<file path="config.mk">
export PLATFORM = sky130hd
export DESIGN_NAME = adc_frontend
export DESIGN_NICKNAME = d
export VERILOG_FILES = /design/src/rtl/adc_frontend_pkg.sv /design/src/rtl/adc_boxcar_dec.sv /design/src/rtl/adc_frontend.sv
export SDC_FILE = /design/constraint.sdc
export NUM_CORES = 1
export LEC_CHECK = 0
export BUFFER_PORTS_ARGS = -buffer_cell sky130_fd_sc_hd__buf_2
export CAP_MARGIN = 10
export CORE_ASPECT_RATIO = 1.5
export CORE_UTILIZATION = 45
export DETAILED_ROUTE_END_ITERATION = 16
export PLACE_DENSITY = 0.73
export SLEW_MARGIN = 20
export SYNTH_ARGS = -nofsm -noshare
export SYNTH_HDL_FRONTEND = slang
export SYNTH_SLANG_ARGS = --single-unit
</file>
<file path="constraint.sdc">
create_clock -name clk -period 3.9 [get_ports clk]
set_clock_uncertainty 0.15 [all_clocks]
set_input_delay 0.585 -clock clk [delete_from_list [all_inputs] [get_ports clk]]
set_output_delay 0.585 -clock clk [all_outputs]
set_load 0.005 [all_outputs]
</file>
<file path="src/rtl/adc_frontend_pkg.sv">
// Shared constants for the ADC front-end: sample format and averaging limits.
package adc_frontend_pkg;

    localparam int              ADC_WIDTH    = 10;
    localparam logic [9:0]      ADC_MIDSCALE = 10'h200;
    localparam logic [9:0]      ADC_MAX      = 10'h3FF;
    localparam int              AVG_LOG2_MAX = 4;

endpackage

</file>
<file path="src/rtl/adc_boxcar_dec.sv">
// Box-car average and decimate by 2^k with round-half-up; k is latched per block.
module adc_boxcar_dec
    import adc_frontend_pkg::*;
#(
    parameter int WIDTH = ADC_WIDTH,
    parameter int KMAX  = AVG_LOG2_MAX
) (
    input  logic             clk,
    input  logic             reset,
    input  logic             en,
    input  logic [WIDTH-1:0] sample,
    input  logic [2:0]       avg_log2,
    output logic [WIDTH-1:0] x,
    output logic             valid
);

    localparam int AW = WIDTH + KMAX;
    localparam int KW = $clog2(KMAX + 1);
    localparam logic [WIDTH-1:0] MID = {1'b1, {(WIDTH-1){1'b0}}};

    logic [AW-1:0]    acc;
    logic [KMAX-1:0]  phase;
    logic [KW-1:0]    k_active, k_req, k_eff;
    logic [KMAX:0]    n;
    logic [AW:0]      sum, rnd;
    logic             last;
    logic [WIDTH-1:0] x_next;

    // At block start the freshly requested k governs this very sample, so a
    // k=0 block completes with the new value rather than the stale latch.
    always_comb begin
        k_req  = (int'(avg_log2) > KMAX) ? KW'(KMAX) : KW'(avg_log2);
        k_eff  = (phase == '0) ? k_req : k_active;
        n      = (KMAX+1)'(1) << k_eff;
        last   = ({1'b0, phase} == n - (KMAX+1)'(1));
        sum    = {1'b0, acc} + (AW+1)'(sample);
        rnd    = sum + (AW+1)'(n >> 1);
        x_next = WIDTH'(rnd >> k_eff);
    end

    always_ff @(posedge clk) begin
        if (reset) begin
            acc      <= '0;
            phase    <= '0;
            k_active <= '0;
            x        <= MID;
            valid    <= 1'b0;
        end else begin
            valid <= 1'b0;
            if (en) begin
                if (phase == '0)
                    k_active <= k_req;
                if (last) begin
                    x     <= x_next;
                    valid <= 1'b1;
                    acc   <= '0;
                    phase <= '0;
                end else begin
                    acc   <= sum[AW-1:0];
                    phase <= phase + KMAX'(1);
                end
            end
        end
    end

endmodule

</file>
<file path="src/rtl/adc_frontend.sv">
// ADC front-end: input register, OTR clamp, box-car decimator, clip and peak statistics.
module adc_frontend
    import adc_frontend_pkg::*;
#(
    parameter int WIDTH        = ADC_WIDTH,
    parameter int AVG_LOG2_MAX = adc_frontend_pkg::AVG_LOG2_MAX,
    parameter int CNT_WIDTH    = 16
) (
    input  logic                 clk,
    input  logic                 reset,
    input  logic [WIDTH-1:0]     i_adc_data,
    input  logic                 i_adc_otr,
    input  logic                 i_en,
    input  logic [2:0]           i_avg_log2,
    input  logic                 i_stat_clr,
    output logic [WIDTH-1:0]     o_x,
    output logic                 o_valid,
    output logic [CNT_WIDTH-1:0] o_clip_cnt,
    output logic [WIDTH-1:0]     o_pk_max,
    output logic [WIDTH-1:0]     o_pk_min
);

    logic [WIDTH-1:0] s1, s;
    logic             otr1, en1;

    always_ff @(posedge clk) begin
        if (reset) begin
            s1   <= '0;
            otr1 <= 1'b0;
            en1  <= 1'b0;
        end else begin
            s1   <= i_adc_data;
            otr1 <= i_adc_otr;
            en1  <= i_en;
        end
    end

    // Out-of-range samples rail to the end of the scale the MSB points at.
    always_comb begin
        s = s1;
        if (otr1)
            s = s1[WIDTH-1] ? '1 : '0;
    end

    adc_boxcar_dec #(
        .WIDTH (WIDTH),
        .KMAX  (AVG_LOG2_MAX)
    ) u_boxcar (
        .clk      (clk),
        .reset    (reset),
        .en       (en1),
        .sample   (s),
        .avg_log2 (i_avg_log2),
        .x        (o_x),
        .valid    (o_valid)
    );

    // Clear takes priority: an event in the clearing cycle is not counted.
    always_ff @(posedge clk) begin
        if (reset || i_stat_clr) begin
            o_clip_cnt <= '0;
            o_pk_max   <= '0;
            o_pk_min   <= '1;
        end else begin
            if (en1 && otr1 && (o_clip_cnt != '1))
                o_clip_cnt <= o_clip_cnt + CNT_WIDTH'(1);
            if (o_valid) begin
                if (o_x > o_pk_max) o_pk_max <= o_x;
                if (o_x < o_pk_min) o_pk_min <= o_x;
            end
        end
    end

endmodule

</file>
* Yosys cells after proc, flatten, opt, wreduce, memory -nomap -nowiden
Cells that the tools add are included.
** Storage, ports and cells
- Register bits :: 80
- Bits of input ports :: 18
- Output and inout port bits :: 47
- Logic and storage cells :: 39
** Operators by class
- Add/subtract/negate cells :: 5
- Order comparisons :: 3
- Eq/ne operators :: 2
- Shifts and indexed selects :: 2
- Muxes and demuxes :: 7
- Bitwise operators :: 1
- Reductions and logical operators :: 8
** Operators with widths (number)
- 10-bit 2-to-1 mux :: 2
- 16-bit by 1-bit adder with 16-bit output, second input constant :: 1
- 16-bit != test, second input constant :: 1
- 14-bit by 10-bit adder with 15-bit output :: 1
- 15-bit by 4-bit adder with 15-bit output :: 1
- 15-bit by 3-bit right shift with 10-bit output :: 1
- 14-bit 2-to-1 mux :: 1
- 10-bit > comparator :: 1
- 10-bit < comparator :: 1
- 3-bit 2-to-1 mux :: 2
- 2-bit AND reduction :: 3
- 4-bit by 5-bit == test with 1-bit output :: 1
- 1-bit by 3-bit left shift with 5-bit output, first input constant :: 1
- 5-bit by 1-bit subtractor with 5-bit output, second input constant :: 1
- 4-bit by 1-bit adder with 4-bit output, second input constant :: 1
- 4-bit zero test :: 1
- 4-bit 2-to-1 mux :: 1
- 3-bit > comparator, second input constant :: 1
- 1-bit logical AND :: 2
- 2-bit OR reduction :: 1
- 1-bit logical OR :: 1
- 1-bit 2-to-1 mux :: 1
- 1-bit inverter :: 1

* Longest topological paths before layout
- Word-level depth :: 7
- Depth in mapped cells :: 20
- Depth with buffers taken out :: 18

* Hierarchy
From an unflattened synthesis, not the netlist that was laid out.
** Second synthesis, totals
- Cell total of the unflattened synthesis :: 689
- Area total of the unflattened synthesis :: 5447.7 µm²
** By module, submodules not included
- adc_boxcar_dec :: instances 1, cells each 405, area an instance 3014.1 µm²
- adc_frontend :: instances 1, cells each 284, area an instance 2433.6 µm²

* Worst setup path before layout
OpenSTA, ideal clock, no wires.
- Path type :: reg-to-reg
- Start :: register u_boxcar.phase[0]
- End :: register u_boxcar.x[5]
- Library setup time :: 0.073 ns
- Data arrival time :: 3.985 ns
- Data required time :: 3.677 ns
- Setup slack :: -0.308 ns
- Cell stages (with the launch flop) :: 21
- Cell sequence :: dfxtp_1 -> inv_1 -> ha_1 -> nor3b_4 -> mux2i_1 -> clkbuf_1 -> clkbuf_1 -> nand3_1 -> inv_1 -> ha_1 -> inv_1 -> fa_1 -> nor2b_1 -> o21ai_0 -> nand2b_1 -> o2111ai_1 -> or3_1 -> o311a_1 -> o221ai_2 -> mux2i_1 -> o211ai_2
** Between the ends
- Longest elaborated chain between the ends :: 6
- Elaborated cells between the ends (all ways) :: 8
** Ends and longest elaborated chain
- start, declared :: RTL line adc_boxcar_dec.sv:22 : logic [KMAX-1:0] phase;
- start signal, assigned :: RTL line adc_boxcar_dec.sv:60 : phase <= phase + KMAX'(1);
- parallel branches: the longest is 6 deep, another holds 15-bit by 4-bit adder with 15-bit output
- end signal, assigned :: RTL line adc_boxcar_dec.sv:54 : x <= x_next;
- end, declared :: RTL line adc_boxcar_dec.sv:13 : output logic [WIDTH-1:0] x,
Parallel ways; which one is timed is not known.
A chain may end at the register's enable or synchronous reset.

* Worst setup path in the final report
- Start :: register s1[9]
- End :: register u_boxcar.x[5]
** Between the ends
- Longest elaborated chain between the ends :: 5
** Ends and longest elaborated chain
- start, declared :: RTL line adc_frontend.sv:23 : logic [WIDTH-1:0] s1, s;
- start signal, assigned :: RTL line adc_frontend.sv:32 : s1 <= i_adc_data;
- 10-bit 2-to-1 mux :: RTL line adc_frontend.sv:42 : s = s1[WIDTH-1] ? '1 : '0;
- 10-bit 2-to-1 mux * :: RTL line adc_frontend.sv:41 : if (otr1)
- 14-bit by 10-bit adder with 15-bit output * :: RTL line adc_boxcar_dec.sv:36 : sum = {1'b0, acc} + (AW+1)'(sample);
- 15-bit by 4-bit adder with 15-bit output * :: RTL line adc_boxcar_dec.sv:37 : rnd = sum + (AW+1)'(n >> 1);
- 15-bit by 3-bit right shift with 10-bit output * :: RTL line adc_boxcar_dec.sv:38 : x_next = WIDTH'(rnd >> k_eff);
Mark *: on every way between the ends. The rest lies on a longest branch, timed or not.

==> results.json <==
{
  "outcome": "completed",
  "n_fill_cell": 1042,
  "routed-via-count": 5155,
  "die_w_um": 91.6,
  "slowest_delay_ps": 500,
  "drv_cap": 0,
  "synth_edf_count": 0,
  "nNetsFinal": 809,
  "timing.rr.end": "u_boxcar.x[5]",
  "grt.total_usage_pct": 21.0,
  "syn_nets": 723,
  "grt_max_degree": 48,
  "antenna_found_initial": 0,
  "ff_latch_area_um2": 1610,
  "cts_sinks": 80,
  "slew_viol_final": 0,
  "fmax_ghz": 0.266,
  "ys_seq_area_share_pct": 29.6,
  "crit_fanout": 3,
  "synth.distinct_cells": 71,
  "grt_pass1_vias": 4906,
  "antenna_left": 0,
  "period_share_pct": 96.5,
  "drtIter0Drc": 256,
  "slew_headroom_pct": 39.7,
  "layout_commonest_cell": "nor2_1",
  "routed_wirelength_um": 13400,
  "timing.final.crit_period_ps": 3760,
  "slowest_stage": "fa_1",
  "ios": 65,
  "rows": 48,
  "min_path_type": "in2reg",
  "holdPathStages": 2,
  "required_ps": 4020,
  "core_area_um2": 11600,
  "tritoncts": "yes",
  "cts.reportedPaths.clkPinSlew_ps": 70,
  "syn_to_final_growth_pct": 22.3,
  "holdPathEnd": "s1[9]",
  "root_buffer": "clkbuf_16",
  "cp.arrival_ps": 3880,
  "yosys_warnings": 0,
  "drive_above_1_share_pct": 23.9,
  "grt_overflow": 0,
  "tightestPinTransition_ps": 905,
  "cp-start-kind": "register",
  "drt-wirelength-per-cell_um": 14.8,
  "synth-main-ff-cell": "dfxtp_1",
  "synth_cells": 666,
  "synth-async-reset-ratio_pct": 0,
  "dp_cells": 877,
  "grt_pass1_wl_um": 21500,
  "ctsLongestPathBuffers": 2,
  "rr_startpoint": "s1[9]",
  "initial_core_util_pct": 46.7,
  "hold_viol": 0,
  "path_cells": "nand2_1, o21ai_1, ha_2, inv_1, fa_1, inv_1, ha_1, a21o_1, a21o_1, a21oi_2, or3_4, or3_4, o32a_1, o221ai_2, mux2i_1, o211ai_2",
  "crit_start": "s1[9]",
  "setup_viol": 0,
  "place_congestion": 0.873,
  "drc_errors": 0,
  "placed_cell_area_um2": 6040,
  "first_pass_iters": 5,
  "num_antenna_cells": 0,
  "power_leakage_nw": 2.75,
  "critPathKind": "reg2reg",
  "dp_hpwl_um": 9910,
  "power_density_nw_per_um2": 317,
  "syn_avg_cell_area_um2": 8.13,
  "netlist_area_um2": 5410,
  "holdBufCountCts": 0,
  "clock_latency_ps": 340,
  "final_area_um2": 6620,
  "die_h_um": 136,
  "rr_worst_depth": 16,
  "viasPerCell": 5.68,
  "rsz0062_at_grt": "yes",
  "dieArea_um2": 12500,
  "cp-end-kind": "register",
  "cts_made_buffers": 9,
  "htreeDepth": 3,
  "final_cell_mix": "nor2_1, dfxtp_1, buf_2, nand2_1, buf_4",
  "r2r_slack_ps": 140,
  "portBuffers": 64,
  "hp-start": "i_adc_data[9]",
  "multiInputGateArea_um2": 3720,
  "setup_tns_ps": 0,
  "fin_cells": 907,
  "synth_seq_cells": 80,
  "max-vdd-ir-drop_v": 0.000205
}
metal layers:
layer | up-vias | track usage (%) | wire length [µm]
met4 | 0 | 9.61 | 361
met5 | - | 0 | 0
met1 | 2420 | 21.5 | 5400
met2 | 138 | 40.7 | 7170
met3 | 30 | 3.80 | 463
li1 | 2567 | - | -
through the flow:
stage | power [mW] | hold WS (ps) | util [%] | setup WS, ps
2_1_floorplan | 1.15 | 300 | - | 12.7
3_3_place_gp | 1.24 | 311 | 52.1 | 21.6
3_5_place_dp | 1.25 | 321 | 52.1 | -115
4_1_cts | 2.07 | 295 | 54.7 | 10.0
5_1_grt | 2.19 | 307 | 57.1 | -82.1
6_report | 2.10 | 303 | 57.1 | 137
power breakdown:
group / switching, mW / internal, mW / leakage, nW
Combinational: 0.251 / 0.185 / 1.96
Clock: 0.360 / 0.456 / 0.136
Sequential: 0.0117 / 0.834 / 0.651
Total: 0.623 / 1.48 / 2.75
worst max-delay path by stage:
stage	to	slack (ps)
finish	u_boxcar.x[5]	140
global route	u_boxcar.x[8]	-80
CTS	u_boxcar.x[2]	10
detailed placement	u_boxcar.x[6]	-110
global placement	u_boxcar.x[6]	20
floorplan	u_boxcar.x[5]	10
critical path, delay by kind of cell, from the launching register on:
kind	cells	cell delay (ps)
AO/OA/AOI/OAI	7	1180
adder cells (fa/ha/maj)	3	950
AND/OR/NAND/NOR	3	820
flip-flops	1	350
multiplexers	1	130
buffers and inverters	2	100
timing repair:
action                                 CTS  global route
gates resized for setup                  2            43
setup endpoints to repair                6            10
endpoints found under the hold margin    0             0
pin swaps                                1            23
setup buffers                            1            13
cell usage after synthesis (all sizes together), types with 5 or more instances:
cell type,number,area (µm²)
a2111oi,6,65.1
a211oi,15,130
a21o,12,90.1
a21oi,40,200
a311oi,6,58.8
buf,9,40.0
clkbuf,24,90.1
dfxtp,80,1600
ha,37,463
inv,44,165
mux2i,29,290
nand2,43,161
nand2b,12,75.1
nand3,12,60.1
nand3b,5,37.5
nand4,10,62.6
nor2,80,300
nor2b,23,144
nor3,14,75.1
o211ai,26,205
o21ai,34,174
or3,9,66.3
xnor2,15,139
xor2,16,140
cell type report:
| cell class | count | share of cell area [%] |
|---|---|---|
| tap | 150 | 2.83 |
| inverter | 44 | 2.49 |
| clock inverter | 6 | 0.756 |
| sequential | 80 | 24.3 |
| clock buffer | 10 | 3.61 |
| multi-input combinational | 509 | 56.1 |
| timing repair buffer | 108 | 9.88 |
state kept, by name, summed over array words and instances, names as in the netlist:
name               flops
o_clip_cnt            16
u_boxcar.acc          14
o_pk_max              10
o_pk_min              10
s1                    10
u_boxcar.x            10
u_boxcar.phase         4
u_boxcar.k_active      3
en1                    1
otr1                   1
u_boxcar.valid         1
cell families after synthesis:
group	after synthesis	synth area share [%]
fa+ha+maj	39	9.29
simple gates	231	21.6
xor+xnor	31	5.15
mux	32	5.99
buf+inv	77	5.45
compound gates	176	23.0
flops	80	29.6
Power figures use the tool's default switching activity.
